$ cat src/rtl/mem_access_unit_if.sv
// CPU-side request/response and RAM-wrapper signals for mem_access_unit.
// The slave modport is the sequencer's view; the master modport drives requests and RAM read data.
interface mem_access_unit_if;
  logic        req;
  logic        req_we;
  logic [1:0]  req_size;
  logic        req_signed;
  logic [31:0] req_addr;
  logic [31:0] req_wdata;
  logic        stall;
  logic        done;
  logic        err;
  logic [31:0] rdata;
  logic [31:0] ram_addr;
  logic [31:0] ram_din;
  logic        ram_we;
  logic [31:0] ram_dout;

  modport slave (
    input  req, req_we, req_size, req_signed, req_addr, req_wdata, ram_dout,
    output stall, done, err, rdata, ram_addr, ram_din, ram_we
  );

  modport master (
    output req, req_we, req_size, req_signed, req_addr, req_wdata, ram_dout,
    input  stall, done, err, rdata, ram_addr, ram_din, ram_we
  );
endinterface

$ cat src/rtl/mem_access_unit.sv
// Load/store sequencer: turns one CPU request into a timed read or read-merge-write
// against the unaligned RAM wrapper, stalling the CPU until completion.
module mem_access_unit #(
  parameter int READ_CYCLES  = 2,
  parameter int WRITE_CYCLES = 2
) (
  input  logic             clka,
  input  logic             rst_n,
  mem_access_unit_if.slave bus
);

  localparam int MAXC = (READ_CYCLES > WRITE_CYCLES) ? READ_CYCLES : WRITE_CYCLES;
  localparam int CW   = $clog2(MAXC) + 1;

  typedef enum logic [1:0] {S_IDLE, S_RD, S_WR, S_DONE} state_t;

  state_t      state_q, state_d;
  logic [CW-1:0] cnt_q, cnt_d;
  logic [31:0] addr_q;
  logic        we_q;
  logic [1:0]  size_q;
  logic        signed_q;
  logic [31:0] wdata_q;
  logic [31:0] rd_q;
  logic [31:0] rdata_q;
  logic [31:0] ram_addr_q;

  logic        accept;
  logic        rd_last;
  logic [31:0] load_ext;
  logic [31:0] merge;

  assign accept  = (state_q == S_IDLE) && bus.req;
  assign rd_last = (state_q == S_RD) && (cnt_q == '0);

  always_comb begin
    state_d = state_q;
    cnt_d   = cnt_q;
    case (state_q)
      S_IDLE: begin
        if (bus.req) begin
          if (bus.req_size == 2'd3) begin
            state_d = S_DONE;
          end else begin
            state_d = S_RD;
            cnt_d   = CW'(READ_CYCLES - 1);
          end
        end
      end
      S_RD: begin
        if (cnt_q != '0) begin
          cnt_d = cnt_q - 1'b1;
        end else if (we_q) begin
          state_d = S_WR;
          cnt_d   = CW'(WRITE_CYCLES - 1);
        end else begin
          state_d = S_DONE;
        end
      end
      S_WR: begin
        if (cnt_q != '0) cnt_d = cnt_q - 1'b1;
        else             state_d = S_DONE;
      end
      default: state_d = S_IDLE;
    endcase
  end

  // Extension works on the incoming RAM word so rdata is ready on the DONE-entry edge.
  always_comb begin
    load_ext = bus.ram_dout;
    case (size_q)
      2'd0:    load_ext = {{24{signed_q & bus.ram_dout[7]}}, bus.ram_dout[7:0]};
      2'd1:    load_ext = {{16{signed_q & bus.ram_dout[15]}}, bus.ram_dout[15:0]};
      default: load_ext = bus.ram_dout;
    endcase
  end

  always_comb begin
    merge = wdata_q;
    case (size_q)
      2'd0:    merge = {rd_q[31:8], wdata_q[7:0]};
      2'd1:    merge = {rd_q[31:16], wdata_q[15:0]};
      default: merge = wdata_q;
    endcase
  end

  always_ff @(posedge clka or negedge rst_n) begin
    if (!rst_n) begin
      state_q <= S_IDLE;
      cnt_q   <= '0;
    end else begin
      state_q <= state_d;
      cnt_q   <= cnt_d;
    end
  end

  always_ff @(posedge clka or negedge rst_n) begin
    if (!rst_n) begin
      addr_q     <= '0;
      we_q       <= 1'b0;
      size_q     <= 2'd0;
      signed_q   <= 1'b0;
      wdata_q    <= '0;
      rd_q       <= '0;
      rdata_q    <= '0;
      ram_addr_q <= '0;
    end else begin
      if (accept) begin
        addr_q   <= bus.req_addr;
        we_q     <= bus.req_we;
        size_q   <= bus.req_size;
        signed_q <= bus.req_signed;
        wdata_q  <= bus.req_wdata;
        if (bus.req_size == 2'd3) rdata_q    <= '0;
        else                      ram_addr_q <= bus.req_addr;
      end
      if (rd_last) begin
        rd_q <= bus.ram_dout;
        if (!we_q) rdata_q <= load_ext;
      end
    end
  end

  assign bus.stall    = (state_q == S_RD) || (state_q == S_WR) || accept;
  assign bus.done     = (state_q == S_DONE);
  assign bus.err      = (state_q == S_DONE) && (size_q == 2'd3);
  assign bus.rdata    = rdata_q;
  assign bus.ram_addr = ram_addr_q;
  assign bus.ram_we   = (state_q == S_WR);
  assign bus.ram_din  = (state_q == S_WR) ? merge : 32'd0;

endmodule

$ cat src/flat_wrapper.sv
// flat-port wrapper written by rule: the top's interface ports become plain ports
module mem_access_unit_flat 
#(
  parameter int READ_CYCLES  = 2,
  parameter int WRITE_CYCLES = 2
)
  (clka, rst_n, bus_req, bus_req_we, bus_req_size, bus_req_signed, bus_req_addr, bus_req_wdata, bus_ram_dout, bus_stall, bus_done, bus_err, bus_rdata, bus_ram_addr, bus_ram_din, bus_ram_we);
  mem_access_unit_if bus_i ();
  input  logic clka;
  input  logic rst_n;
  input wire logic [$bits(bus_i.req)-1:0] bus_req;
  input wire logic [$bits(bus_i.req_we)-1:0] bus_req_we;
  input wire logic [$bits(bus_i.req_size)-1:0] bus_req_size;
  input wire logic [$bits(bus_i.req_signed)-1:0] bus_req_signed;
  input wire logic [$bits(bus_i.req_addr)-1:0] bus_req_addr;
  input wire logic [$bits(bus_i.req_wdata)-1:0] bus_req_wdata;
  input wire logic [$bits(bus_i.ram_dout)-1:0] bus_ram_dout;
  output wire logic [$bits(bus_i.stall)-1:0] bus_stall;
  output wire logic [$bits(bus_i.done)-1:0] bus_done;
  output wire logic [$bits(bus_i.err)-1:0] bus_err;
  output wire logic [$bits(bus_i.rdata)-1:0] bus_rdata;
  output wire logic [$bits(bus_i.ram_addr)-1:0] bus_ram_addr;
  output wire logic [$bits(bus_i.ram_din)-1:0] bus_ram_din;
  output wire logic [$bits(bus_i.ram_we)-1:0] bus_ram_we;
  assign bus_i.req = bus_req;
  assign bus_i.req_we = bus_req_we;
  assign bus_i.req_size = bus_req_size;
  assign bus_i.req_signed = bus_req_signed;
  assign bus_i.req_addr = bus_req_addr;
  assign bus_i.req_wdata = bus_req_wdata;
  assign bus_i.ram_dout = bus_ram_dout;
  assign bus_stall = bus_i.stall;
  assign bus_done = bus_i.done;
  assign bus_err = bus_i.err;
  assign bus_rdata = bus_i.rdata;
  assign bus_ram_addr = bus_i.ram_addr;
  assign bus_ram_din = bus_i.ram_din;
  assign bus_ram_we = bus_i.ram_we;
  mem_access_unit #(.READ_CYCLES(READ_CYCLES), .WRITE_CYCLES(WRITE_CYCLES)) u_core (.clka(clka), .rst_n(rst_n), .bus(bus_i));
endmodule
$ cat config.mk
export PLATFORM = sky130hd
export DESIGN_NAME = mem_access_unit_flat
export DESIGN_NICKNAME = d
export VERILOG_FILES = /design/src/rtl/mem_access_unit_if.sv /design/src/rtl/mem_access_unit.sv /design/src/flat_wrapper.sv
export SDC_FILE = /design/constraint.sdc
export NUM_CORES = 1
export LEC_CHECK = 0
export BUFFER_PORTS_ARGS = -buffer_cell sky130_fd_sc_hd__buf_2
export CORE_AREA = 3 3 115 117
export DETAILED_ROUTE_END_ITERATION = 7
export DIE_AREA = 0 0 118 120
export GPL_TIMING_DRIVEN = 0
export PLACE_DENSITY_LB_ADDON = 0.12
export SLEW_MARGIN = 20
export SYNTH_ARGS = -nofsm -noshare
export SYNTH_HDL_FRONTEND = slang
export SYNTH_SLANG_ARGS = --single-unit
$ cat constraint.sdc
create_clock -name clka -period 3.7 [get_ports clka]
set_input_delay 0.555 -clock clka [delete_from_list [all_inputs] [get_ports clka]]
set_output_delay 0.555 -clock clka [all_outputs]
set_load 0.01 [all_outputs]
Yosys cells after proc, flatten, opt, wreduce, memory -nomap -nowiden
Index checks and enable logic that the tools add are counted.
{ "totals": {"register_bits": 136, "latch_bits": 0, "romBits": 0, "elab_cells": 57, "output_inout_bits": 100, "inputBits": 103, "mem_count": 0, "ram_bits": 0} }
{ "classes": {"mul": 0, "magnitude_cmp": 0, "bitwise": 3, "div": 0, "n_reduce_logical": 13, "eq_ne": 12, "shift": 0, "n_mux": 19, "addsub": 1} }
{ "op_table": {"columns": ["op", "n"], "rows": [
  ["32-bit 2-to-1 mux", 5],
  ["32-bit one-hot mux with 2 select lines", 2],
  ["2-bit 2-to-1 mux", 9],
  ["2-bit one-hot mux with 3 select lines", 2],
  ["2-bit == test, second input constant", 4],
  ["2-bit inequality test, second input constant", 4],
  ["2-bit logical NOT", 3],
  ["5-bit AND reduction", 1],
  ["2-bit by 1-bit == test with 1-bit output, second input constant", 2],
  ["1-bit logical AND", 3],
  ["3-bit by 2-bit inequality test with 1-bit output, second input constant", 1],
  ["3-bit AND reduction", 1],
  ["3-bit nonzero test", 1],
  ["1-bit bitwise AND", 2],
  ["1-bit logical OR", 2],
  ["2-bit by 1-bit inequality test with 1-bit output, second input constant", 1],
  ["2-bit AND reduction", 1],
  ["2-bit nonzero test", 1],
  ["2-bit by 1-bit subtractor with 2-bit output, second input constant", 1],
  ["1-bit 2-to-1 mux", 1],
  ["1-bit inverter", 1]
]} }

Longest topological paths before layout
{ "depth": {"depth_word": 5, "ltp_mapped": 7, "ltp_nobuf": 6} }

Least setup slack after synthesis
Ideal clock, no wire load.
{ "synth_timing": {"path_type": "register to output", "from": "register u_core.state_q[0]", "to": "output port bus_ram_din[12]", "path_slack_ns": 1.641, "path_stages_with_launch": 7, "arrival_ns": 1.504, "n_path_buf": 2, "required_ns": 3.145, "path_cell_list": "dfrtp_1 -> inv_1 -> ha_1 -> clkbuf_1 -> inv_1 -> clkbuf_1 -> a21oi_1"} }
{ "synth_between": {"elab_chain_cells": 2} }
{ "synth_rtl": {"columns": ["item", "line", "rtl"], "rows": [
  ["start, declared", "mem_access_unit.sv:17", "state_t state_q, state_d;"],
  ["start signal, assigned", "mem_access_unit.sv:92", "state_q <= state_d;"],
  ["2-bit == test", null, null],
  ["via bus_ram_we", "flat_wrapper.sv:24", "output wire logic [$bits(bus_i.ram_we)-1:0] bus_ram_we;"],
  ["32-bit 2-to-1 mux", "mem_access_unit.sv:130", "assign bus.ram_din = (state_q == S_WR) ? merge : 32'd0;"],
  ["end, declared", "flat_wrapper.sv:23", "output wire logic [$bits(bus_i.ram_din)-1:0] bus_ram_din;"]
]} }
The timed path passes the listed nets, and every way through them passes these cells.

Worst setup path after layout
{ "layout_timing": {"from": "register u_core.state_q[0]", "to": "output port bus_ram_din[22]"} }
{ "layout_between": {"elab_chain_cells": 2} }
{ "layout_rtl": {"columns": ["item", "line"], "rows": [
  ["2-bit == test", "mem_access_unit.sv:130"],
  ["32-bit 2-to-1 mux", "mem_access_unit.sv:130"]
]} }
No other way between the ends.

==> run metrics <==
outcome finished, final reports clean; Synth Register Bits 128; Pwr Density a little over 900 nW/µm²; fin crit share between 70% and 80%; CTS sink cnt about 130; most used flip-flop cell after synthesis dfrtp_1; Yosys cell types 30; largest net degree at the start of global routing 70; FP Rows 41; Area growth syn-to-layout 34.6%; post-CTS resize count 0; die outline area between 10000 and 15000 µm²; Die Span Y around 120 µm; actual slew at the worst max-slew pin approximately 0.61 ns; GPL Wtd Cong ~0.77; post-CTS setup buffers 0; hold_buf cts 0; vias in the first global route about 4200; Final nets between 700 and 800; post-synthesis cell count between 400 and 500; TritonCTS clock tree done; final hold violations 0; syn_area_per_cell between 10 and 15 µm²; max-slew violations 0; Max Buffers Root-to-Sink 2; Vias/cell 4.91; Worst Path Required around 3.1 ns; Post-Syn Nets around 530; Post-Syn Area about 5500 µm²; Final Util a little under 60%; post-placement cell area about 6700 µm²; die width between 100 and 150 µm; Critical Path Sink Type primary output; Starting Density between 40% and 50%; ports placed on the boundary 203; htree depth 4; Design Area, Final approximately 7400 µm²; register area share after synthesis between 50% and 60%; Total Neg Setup Slack 0 ns; Clock Skew around 0.0063 ns; final instance count without filler cells roughly 800; Port Buf Inserts 202; layout cell share with drive strength beyond 1 a little over half; n_diodes 0; Max-slew headroom 59.0%; ranking of synthesized cells by area dfrtp_1 59%, mux2_2 19%, o2bb2ai_1 3.8%, mux2i_1 3.3%, a21oi_1 3.0%; CTS buffer count 17; leading post-synthesis cells by instance count 128 x dfrtp_1, 92 x mux2_2, 33 x a21oi_1, 24 x o2bb2ai_1, 23 x nand2_1; IR drop worst, VDD approximately 460 µV; Overflow after GRT 0; top achievable clock speed around 0.34 GHz; number of synthesized flops with an enable pin 0; Starting DRT DRC Count about 170; crit-path max FO 10; asr flop ratio synth 100%; post-synth top area share between 50 and 60%; Root Buffer clkbuf_16; count leader, synth dfrtp_1; final wirelength 14100 µm; Post-DP HPWL approximately 11000 µm; GRT Util Overall 20.5%; Pre-antenna DRT Iters 4; fin crit period 2.90 ns; arrival time worst endpoint 2.35 ns; CP Launch Type register; area leader, netlist dfrtp_1; leakage approximately 0.0037 µW; fin worst setup slack around 0.8 ns; CP Class register to primary output; placed cell count just under 800; Min-Delay Path Class input pin to asynchronous set/reset pin; pre-CTS setup slack ~1.2 ns; Fillers 1115; yosys warns 0; first-pass GRT wire length 22400 µm; CORE AREA 12500 µm²; ANT nets after route 0; Final setup viols 0; Vias 4023; Worst-Skew Late Latency slightly above 0.4 ns; RSZ-0062 raised after global routing false; initial antenna violation count 1; WL/cell about 17 µm; number of remaining DRC errors 0; total of max-cap violations 0; CTS clk-pin slew, worst paths roughly 0.050 ns
## routing by layer
layer | share of wire, % | global-route usage, % | vias to the layer above
met4 | 1.0 | 7.69 | 2
met5 | 0.050 | 0 | -
li1 | - | - | 1913
met1 | 44 | 25.7 | 1949
met2 | 48 | 33.0 | 147
met3 | 7.2 | 7.30 | 12
## critical path: stages (launching register included)
cell and delay, ns:
dfrtp_1 0.42, inv_1 0.09, ha_1 0.25, clkbuf_1 0.21
inv_1 0.25, clkbuf_1 0.42, nor2_1 0.13, buf_2 0.17
## power breakdown
group          internal [µW]  switching (µW)
Sequential              2050             345
Combinational           1280            1310
Clock                   1180             565
Total                   4510            2220
## worst paths after layout
path | from | to | slack [ns] | cells past startpoint
min in group clka | bus_ram_dout[4] | u_core.bus.rdata[4] | 0.37 | 2
max | u_core.state_q[0] | bus_ram_din[22] | 0.80 | 7
min | rst_n | u_core.wdata_q[27] | 0.07 | 1
min reg2reg | u_core.bus.rdata[8] | u_core.bus.rdata[8] | 0.48 | 1
max in group asynchronous | rst_n | u_core.bus.rdata[2] | 2.93 | 2
max reg2reg | u_core.state_q[1] | u_core.bus.rdata[6] | 1.45 | 7
## state kept, by name, indices dropped and copies added (netlist names), 2 cells and up
register / flops
u_core.bus.ram_addr: 32
u_core.bus.rdata: 32
u_core.state_q: 2
u_core.rd_q: 24
u_core.cnt_q: 2
u_core.wdata_q: 32
u_core.size_q: 2
## cell families (layout without fill, tap and decap cells)
| logic type | count (synthesis) | after routing | share of synthesized area, % |
|---|---|---|---|
| buffers and inverters | 32 | 266 | 2.75 |
| multiplexers | 111 | 111 | 22.5 |
| AO/OA/AOI/OAI | 73 | 73 | 9.16 |
| AND/OR/NAND/NOR | 62 | 62 | 5.15 |
| flip-flops | 128 | 128 | 58.6 |
| adder cells (fa/ha/maj) | 8 | 8 | 1.83 |
## metrics by stage
| stage | total power, µW | hold WS [ns] |
|---|---|---|
| CTS | 6810 | 0.0771 |
| detailed placement | 5030 | 0.471 |
| global route | 7160 | 0.0902 |
| global placement | 4940 | 0.468 |
| finish | 6730 | 0.0673 |
| floorplan | 4070 | 0.259 |
## placed cells by master, fill, tap and decap left out, types with 8 or more instances in the layout
cell type	instances
mux2_2	92
nor2_1	21
clkbuf_16	17
a21oi_1	33
clkbuf_1	10
dfrtp_1	128
o2bb2ai_1	24
a22o_1	8
and2_1	8
buf_2	216
mux2i_1	18
nand2_1	23
ha_1	8
## area by class of cell
cell class / instances / area (µm²) / area share [%]
Timing Repair Buffer: 203 / 1050 / 14.3
Buffer: 25 / 124 / 1.68
Clock inverter: 4 / 95.1 / 1.29
Multi-Input combinational cell: 254 / 2110 / 28.7
Sequential cell: 128 / 3200 / 43.6
Tap cell: 172 / 215 / 2.93
Clock buffer: 27 / 533 / 7.25
Inverter: 7 / 26.3 / 0.357
No activity file was read; power rests on OpenSTA's default activity.
